[src/rtl/program_loader.sv]
// ---------------------------------------------------------------------------
// program_loader
//   Receives a byte stream that carries a load frame and writes the payload
//   words into a 256x16 program memory. The downstream machine is held in
//   reset until a complete frame has been written and its checksum matches.
//
//   Frame: HEADER, start address, word count N (0 = 256),
//          2N payload bytes (high byte, then low byte, per word),
//          checksum byte (XOR of the 2N payload bytes).
//
// Ports
//   clk        in   system clock, all state changes on the rising edge
//   rst        in   asynchronous reset, active low
//   in_valid   in   byte-stream data valid
//   in_data    in   byte-stream payload [7:0]
//   in_ready   out  loader can accept a byte (low only while writing a word)
//   mem_we     out  one-cycle memory write strobe
//   mem_addr   out  memory write address [7:0]
//   mem_wdata  out  memory write data [15:0]
//   cpu_rst    out  downstream reset, active low, released only after a good frame
//   done       out  last frame loaded and checksum verified
//   err        out  last frame failed its checksum
// ---------------------------------------------------------------------------
module program_loader #(
  parameter logic [7:0] HEADER = 8'hA5
) (
  input  logic        clk,
  input  logic        rst,
  input  logic        in_valid,
  input  logic [7:0]  in_data,
  output logic        in_ready,
  output logic        mem_we,
  output logic [7:0]  mem_addr,
  output logic [15:0] mem_wdata,
  output logic        cpu_rst,
  output logic        done,
  output logic        err
);

  typedef enum logic [3:0] {
    IDLE, ADDR, COUNT, HI, LO, WRITE, CHECK, DONE, ERROR
  } state_t;

  state_t      state_q, state_d;
  logic [7:0]  addr_q,  addr_d;
  logic [8:0]  cnt_q,   cnt_d;    // remaining words, 1..256
  logic [7:0]  hi_q,    hi_d;
  logic [7:0]  lo_q,    lo_d;
  logic [7:0]  csum_q,  csum_d;
  logic        cpu_rst_q, cpu_rst_d;
  logic        done_q,  done_d;
  logic        err_q,   err_d;

  logic        accept;

  assign in_ready  = (state_q != WRITE);
  assign accept    = in_valid && in_ready;

  assign mem_we    = (state_q == WRITE);
  assign mem_addr  = addr_q;
  assign mem_wdata = {hi_q, lo_q};

  assign cpu_rst   = cpu_rst_q;
  assign done      = done_q;
  assign err       = err_q;

  always_comb begin
    state_d = state_q;
    addr_d  = addr_q;
    cnt_d   = cnt_q;
    hi_d    = hi_q;
    lo_d    = lo_q;
    csum_d  = csum_q;

    case (state_q)
      IDLE: begin
        if (accept && in_data == HEADER) state_d = ADDR;
      end
      ADDR: begin
        if (accept) begin
          addr_d  = in_data;
          state_d = COUNT;
        end
      end
      COUNT: begin
        if (accept) begin
          // A count byte of zero stands for a full 256-word image.
          cnt_d   = (in_data == 8'd0) ? 9'd256 : {1'b0, in_data};
          csum_d  = 8'd0;
          state_d = HI;
        end
      end
      HI: begin
        if (accept) begin
          hi_d    = in_data;
          csum_d  = csum_q ^ in_data;
          state_d = LO;
        end
      end
      LO: begin
        if (accept) begin
          lo_d    = in_data;
          csum_d  = csum_q ^ in_data;
          state_d = WRITE;
        end
      end
      WRITE: begin
        // Address rolls over 8'hFF -> 8'h00 naturally in 8 bits.
        addr_d  = addr_q + 8'd1;
        cnt_d   = cnt_q - 9'd1;
        state_d = (cnt_q == 9'd1) ? CHECK : HI;
      end
      CHECK: begin
        if (accept) state_d = (in_data == csum_q) ? DONE : ERROR;
      end
      DONE, ERROR: begin
        if (accept && in_data == HEADER) state_d = ADDR;
      end
      default: state_d = IDLE;
    endcase

    // Status flags are registered copies of the next state so that cpu_rst
    // is a clean flop output that tracks the DONE state exactly.
    cpu_rst_d = (state_d == DONE);
    done_d    = (state_d == DONE);
    err_d     = (state_d == ERROR);
  end

  always_ff @(posedge clk or negedge rst) begin
    if (!rst) begin
      state_q   <= IDLE;
      addr_q    <= 8'd0;
      cnt_q     <= 9'd0;
      hi_q      <= 8'd0;
      lo_q      <= 8'd0;
      csum_q    <= 8'd0;
      cpu_rst_q <= 1'b0;
      done_q    <= 1'b0;
      err_q     <= 1'b0;
    end else begin
      state_q   <= state_d;
      addr_q    <= addr_d;
      cnt_q     <= cnt_d;
      hi_q      <= hi_d;
      lo_q      <= lo_d;
      csum_q    <= csum_d;
      cpu_rst_q <= cpu_rst_d;
      done_q    <= done_d;
      err_q     <= err_d;
    end
  end

endmodule
[config.mk]
export PLATFORM = sky130hd
export DESIGN_NAME = program_loader
export DESIGN_NICKNAME = d
export VERILOG_FILES = /design/src/rtl/program_loader.sv
export SDC_FILE = /design/constraint.sdc
export NUM_CORES = 1
export LEC_CHECK = 0
export ABC_AREA = 1
export CORE_ASPECT_RATIO = 0.8
export CORE_MARGIN = 3
export CORE_UTILIZATION = 49
export CTS_CLUSTER_SIZE = 12
export DETAILED_ROUTE_END_ITERATION = 8
export PLACE_DENSITY = 0.88
export SYNTH_ARGS = -nofsm -noshare
export SYNTH_HDL_FRONTEND = slang
export SYNTH_SLANG_ARGS = --single-unit
[constraint.sdc]
create_clock -name clk -period 1.3 [get_ports clk]
set_input_delay 0.195 -clock clk [delete_from_list [all_inputs] [get_ports clk]]
set_output_delay 0.195 -clock clk [all_outputs]
set_load 0.1 [all_outputs]
==> out/qor.yml, run 1 <==
yosys:
  ys_seq_area_frac: 0.451
  netlist.area_leader.share: 0.451
  syn-cell-area_sq_mm: 0.00260
  yosys_register_bits: 47
  avgSynthCellArea_sq_um: 7.78
  synth_edf_count: 0
  synth.most_common_cell: "nand2_1"
  synth_top_area_cell: "dfrtp_1"
  synth.distinct_cells: 34
  synthArstFlopShare: 1.00
  synth_nets: 349
  yosys_warnings: 0
  synthCells: 335
  synth_top_cells_by_count: "nand2_1 (91), dfrtp_1 (47), inv_1 (40)"
  synth_area_leaders: "dfrtp_1 (45%), nand2_1 (13%), o21ai_0 (6.5%)"
  ys.flop_type: "dfrtp_1"
run_status:
  firstError: "[ERROR DPL-0033] detailed placement checks failed during check placement."
  failed_stage: "global routing"
  status: "did not finish"
clocking:
  cts_buffer_depth: 2
  ctsHtreeMaxLevel: 2
  cts_root_buf: "clkbuf_8"
  cts_buffers: 5
  cts.sinks: 47
floorplanning:
  ios: 40
  fp.dieH_microns: 71.2
  die_x_microns: 87.5
  start_util: 0.514
  num_rows: 23
place:
  dp_hpwl_microns: 6100
  gp_congestion: 1.03
  numPortBuffers: 39
timing:
  worst_path_end_type: "register input"
  worst_endpoint: "done$_DFF_PN0_/D"
global_routing:
  antenna_found_initial: 1
  grt_start_max_net_pins: 48
-- kinds of logic after synthesis --
kind of cell | Yosys count | synth area share
AND/OR/NAND/NOR | 161 | 0.280
AO/OA/AOI/OAI | 65 | 0.147
buffers and inverters | 54 | 0.0898
flip-flops | 47 | 0.451
XOR/XNOR | 5 | 0.0168
adder cells (fa/ha/maj) | 3 | 0.0144
-- through the flow --
| stage | setup WS [ns] | instance area (sq um) | std cells | util | setup TNS, ns |
|---|---|---|---|---|---|
| 2_1_floorplan | -0.184 | 2780 | 335 | - | -2.02 |
| 4_1_cts | -0.321 | 4510 | 515 | 0.891 | -8.42 |
| 3_3_place_gp | -0.351 | 3900 | 484 | 0.770 | -10.36 |
| 3_5_place_dp | -0.425 | 3900 | 484 | 0.770 | -12.58 |
-- timing repair --
| item | in CTS |
|---|---|
| resized for setup | 103 |
| cloned | 3 |
| setup buffers | 19 |
| hold buffers | 1 |
| hold endpoints to repair | 47 |
| setup endpoints to repair | 52 |
| pin swaps | 21 |
==> run 2: changes to the inputs <==
--- a/config.mk
+++ b/config.mk
@@ -6,12 +6,10 @@
 export NUM_CORES = 1
 export LEC_CHECK = 0
 export ABC_AREA = 1
-export CORE_ASPECT_RATIO = 0.8
 export CORE_MARGIN = 3
-export CORE_UTILIZATION = 49
-export CTS_CLUSTER_SIZE = 12
+export CORE_UTILIZATION = 40
 export DETAILED_ROUTE_END_ITERATION = 8
-export PLACE_DENSITY = 0.88
+export PLACE_DENSITY_LB_ADDON = 0.15
 export SYNTH_ARGS = -nofsm -noshare
 export SYNTH_HDL_FRONTEND = slang
 export SYNTH_SLANG_ARGS = --single-unit
==> constraint.sdc (replaced) <==
create_clock -name clk -period 1.69 [get_ports clk]
set_input_delay 0.2535 -clock clk [delete_from_list [all_inputs] [get_ports clk]]
set_output_delay 0.2535 -clock clk [all_outputs]
set_load 0.1 [all_outputs]
==> out/qor.yml, run 2 <==
layout:
  final_util: 0.619
  layout_common_cells: "nand2_1 (89), inv_1 (40), dfrtp_1 (39)"
  fin_nets: 423
  drive_gt1_frac: 0.249
  final_common_cell: "nand2_1"
  area_growth_pct: 44.9
  antenna_cells: 0
  top_register: "cnt_q"
  fill_cells: 531
  largest_reg_flops: 9
global_routing:
  grt_pass1_wl_microns: 11600
  grt_overflow: 0
  antenna_found_initial: 0
  grt.total_usage: 0.198
  first_global_vias: 2446
  grt_start_max_net_pins: 32
floorplanning:
  core-area_sq_mm: 0.00610
  fp.dieH_microns: 86.7
  num_rows: 28
  start_util: 0.427
  die_x_microns: 86.7
  die-area_sq_mm: 0.00752
  ios: 40
timing:
  worstMarginPinSlew_ns: 0.433
  finalCritPeriodShare: 0.963
  period_minus_slack_ns: 1.63
  setup_viol: 0
  slew_viol_final: 0
  clock_skew_ns: 0.00337
  max_freq_ghz: 0.614
  final_hold_viol_count: 0
  slew_headroom: 0.711
routing:
  first_iter_violations: 164
  route.detailed.wl_per_inst_microns: 14.2
  route.vias.total: 2441
  dr.pass1.iters: 4
  routed_via_density: 5.03
  wl_microns: 6880
  ant_nets: 0
  remaining_drc_errors: 0
yosys:
  synth_top_area_cell: "dfrtp_1"
  synth_nets: 349
  synth.distinct_cells: 34
  synth_top_cells_by_count: "nand2_1 (91), dfrtp_1 (47), inv_1 (40)"
  ys.flop_type: "dfrtp_1"
  synth_area_leaders: "dfrtp_1 (45%), nand2_1 (13%), o21ai_0 (6.5%)"
  avgSynthCellArea_sq_um: 7.78
  synth.most_common_cell: "nand2_1"
  netlist.area_leader.share: 0.451
  synth_edf_count: 0
  ys_seq_area_frac: 0.451
  synthArstFlopShare: 1.00
  synthCells: 335
  yosys_warnings: 0
  syn-cell-area_sq_mm: 0.00260
  yosys_register_bits: 47
clocking:
  cts_root_buf: "clkbuf_8"
  ctsHtreeMaxLevel: 2
  cts_buffer_depth: 2
  cts_tree: "done"
  cts.sinks: 47
  cts_buffers: 5
  clock_latency_ns: 0.31
  path_clk_slew_ns: 0.09
run_status:
  status: "complete, no violations"
critical_path:
  crit_required_ns: 1.44
  cp_max_fo: 6
  worstSetupPathType: "flop to primary output"
  crit_arrival_ns: 1.37
  end_kind: "primary output"
  start_kind: "flop"
place:
  gp_congestion: 0.890
  dp_hpwl_microns: 5150
  numPortBuffers: 39
run:
  drv_cap: 0
min_path:
  hold_class: "input port to async pin"
-- run 2: cell counts after synthesis --
No cell type changed its count.
-- run 2: cell families after synthesis --
family                   after synthesis  synth area share
AO/OA/AOI/OAI                         65             0.147
buffers and inverters                 54            0.0898
flip-flops                            47             0.451
AND/OR/NAND/NOR                      161             0.280
XOR/XNOR                               5            0.0168
adder cells (fa/ha/maj)                3            0.0144
-- run 2: worst paths after layout --
path,end,slack [ns],startpoint,cells after the start
max,in_ready,0.06,state_q[3],4
min,mem_addr[4],0.42,rst,2
max reg2reg,csum_q[2],0.12,state_q[0],9
min reg2reg,cnt_q[2],0.51,cnt_q[2],2
max in group asynchronous,lo_q[0],0.76,rst,3
min in group clk,cnt_q[2],0.51,cnt_q[2],2
-- run 2: worst max-delay path, stage by stage (launching register included) --
cell	delay, ns
dfrtp_1	0.40
inv_2	0.12
nand4_4	0.16
buf_4	0.21
buf_12	0.17
-- run 2: repair_timing --
item,4_1_cts,5_1_grt
setup buffers,3,4
resized for setup,4,6
pin swaps,1,3
hold buffers,1,0
gates cloned,0,1
endpoints found under the hold margin,16,0
setup endpoints to repair,2,10
-- run 2: final cells by class --
type / instances / area, sq um / share of cell area
Inverter: 44 / 168 / 0.0444
Multi-Input combinational cell: 234 / 1210 / 0.321
Sequential cell: 47 / 1190 / 0.314
Timing Repair Buffer: 77 / 1020 / 0.271
Clock inverter: 3 / 23.8 / 0.00630
Clock buffer: 5 / 68.8 / 0.0182
Tap cell: 75 / 93.8 / 0.0249
-- run 2: metrics by stage --
stage                     hold slack [ns]  cell area (sq um)  setup slack [ns]  std cells   TNS, ns
after global routing                0.449               3770          -0.00163        485  -0.00163
after CTS                           0.428               3710            0.0102        480         0
after detailed placement            0.226               3570            -0.119        468    -0.620
after global placement              0.219               3570           -0.0858        468    -0.241
final                               0.416               3770            0.0617        485         0
after floorplan                   -0.0421               2620           -0.0404        335   -0.0764
-- run 2: layer usage --
layer,vias to the layer above,global-route usage,share of wire
li1,1244,-,-
met1,1143,0.269,0.48
met2,52,0.328,0.47
met3,2,0.0428,0.049
met4,0,0.0397,0.0042
met5,-,0,0
Power of run 2 is not shown: default switching activity piles up to over one toggle a cycle in this logic, so the estimate is an artifact.
==> run 3: changes to the inputs <==
--- a/config.mk
+++ b/config.mk
@@ -7,9 +7,11 @@
 export LEC_CHECK = 0
 export ABC_AREA = 1
 export CORE_MARGIN = 3
-export CORE_UTILIZATION = 40
+export CORE_UTILIZATION = 54
 export DETAILED_ROUTE_END_ITERATION = 8
 export PLACE_DENSITY_LB_ADDON = 0.15
+export REMOVE_ABC_BUFFERS = 1
+export SKIP_CTS_REPAIR_TIMING = 1
 export SYNTH_ARGS = -nofsm -noshare
 export SYNTH_HDL_FRONTEND = slang
 export SYNTH_SLANG_ARGS = --single-unit
==> out/qor.yml, run 3 (synthesis gave the netlist of run 2 again) <==
floorplanning:
  core-area_sq_mm: 0.00450
  fp.dieH_microns: 75.5
  ios: 40
  start_util: 0.578
  die_x_microns: 75.5
  num_rows: 24
  die-area_sq_mm: 0.00569
layout:
  layout_common_cells: "nand2_1 (90), dfrtp_1 (46), inv_1 (40)"
  largest_reg_flops: 9
  stdcell_area_sq_mm: 0.00370
  top_register: "cnt_q"
  fin_nets: 422
  final_common_cell: "nand2_1"
  antenna_cells: 0
  drive_gt1_frac: 0.230
  area_growth_pct: 42.1
  fill_cells: 279
critical_path:
  worstSetupPathType: "flop to primary output"
  reg2reg_depth: 8
  r2r-start: "cnt_q[0]"
  rrSetupSlack_ns: 0.08
  start_kind: "flop"
  crit_arrival_ns: 1.39
  crit_required_ns: 1.44
  cp_max_fo: 5
  r2r-end: "cnt_q[8]"
  end_kind: "primary output"
routing:
  remaining_drc_errors: 0
  first_iter_violations: 301
  route.vias.total: 2617
  ant_nets: 0
  dr.pass1.iters: 7
  route.detailed.wl_per_inst_microns: 15.0
  routed_via_density: 5.68
  wl_microns: 6890
timing:
  period_minus_slack_ns: 1.64
  holdWs_ns: 0.449
  finalCritPeriodShare: 0.971
  rsz0062_at_grt: "true"
  worstMarginPinSlew_ns: 0.315
  final_hold_viol_count: 0
  slew_headroom: 0.788
  slew_viol_final: 0
  setup_viol: 0
  max_freq_ghz: 0.609
  clock_skew_ns: 0.0118
run_status:
  status: "complete, no violations"
global_routing:
  grt.total_usage: 0.246
  antenna_found_initial: 0
  first_global_vias: 2449
  grt_overflow: 0
  grt_pass1_wl_microns: 10800
  grt_start_max_net_pins: 48
place:
  dp_hpwl_microns: 4840
  numPortBuffers: 39
  gp_congestion: 0.927
  placed_area_sq_mm: 0.00353
clocking:
  ctsHtreeMaxLevel: 2
  path_clk_slew_ns: 0.10
  clock_latency_ns: 0.31
  cts.sinks: 47
  cts_buffer_depth: 2
  cts_root_buf: "clkbuf_8"
  cts_buffers: 5
  cts_tree: "done"
min_path:
  hold_class: "input port to async pin"
run:
  drv_cap: 0
## run 3: through the flow
stage                     setup TNS (ns)  worst slack, ns  utilization  std cells
after global routing             -0.0198          -0.0152        0.822        461
after floorplan                   -10.36           -0.496            -        325
after detailed placement          -0.562           -0.113        0.785        447
after CTS                         -0.176          -0.0883        0.805        455
after global placement           -0.0738          -0.0629        0.785        447
final                                  0           0.0483        0.822        461
## run 3: worst max-delay path by stage
stage / cells after the start / endpoint / slack [ns] / start
finish: 3 / in_ready / 0.05 / state_q[2]
global placement: 11 / done / -0.06 / in_valid
CTS: 4 / mem_we / -0.09 / state_q[0]
global route: 10 / done / -0.02 / state_q[0]
floorplan: 7 / csum_q[0] / -0.50 / state_q[0]
detailed placement: 11 / done / -0.11 / in_valid
## run 3: worst max-delay path, stage by stage, from the launching register on
cell and delay, ns:
dfrtp_1 0.47, nand4_2 0.23, buf_4 0.23, buf_12 0.16
## run 3: layout make-up
cell class	instances	area, sq um	share of cell area
clock buffer	5	68.8	0.0186
clock inverter	3	22.5	0.00608
inverter	44	165	0.0446
multi-input combinational	234	1210	0.326
sequential	47	1180	0.318
tap	52	65.1	0.0176
timing repair buffer	76	996	0.269
## run 3: layer usage
layer,share of wire,GRT usage
met5,0,0
met2,0.52,0.435
met3,0.066,0.0501
met1,0.40,0.302
met4,0.013,0.0738
Power of run 3 is left out for the same reason.
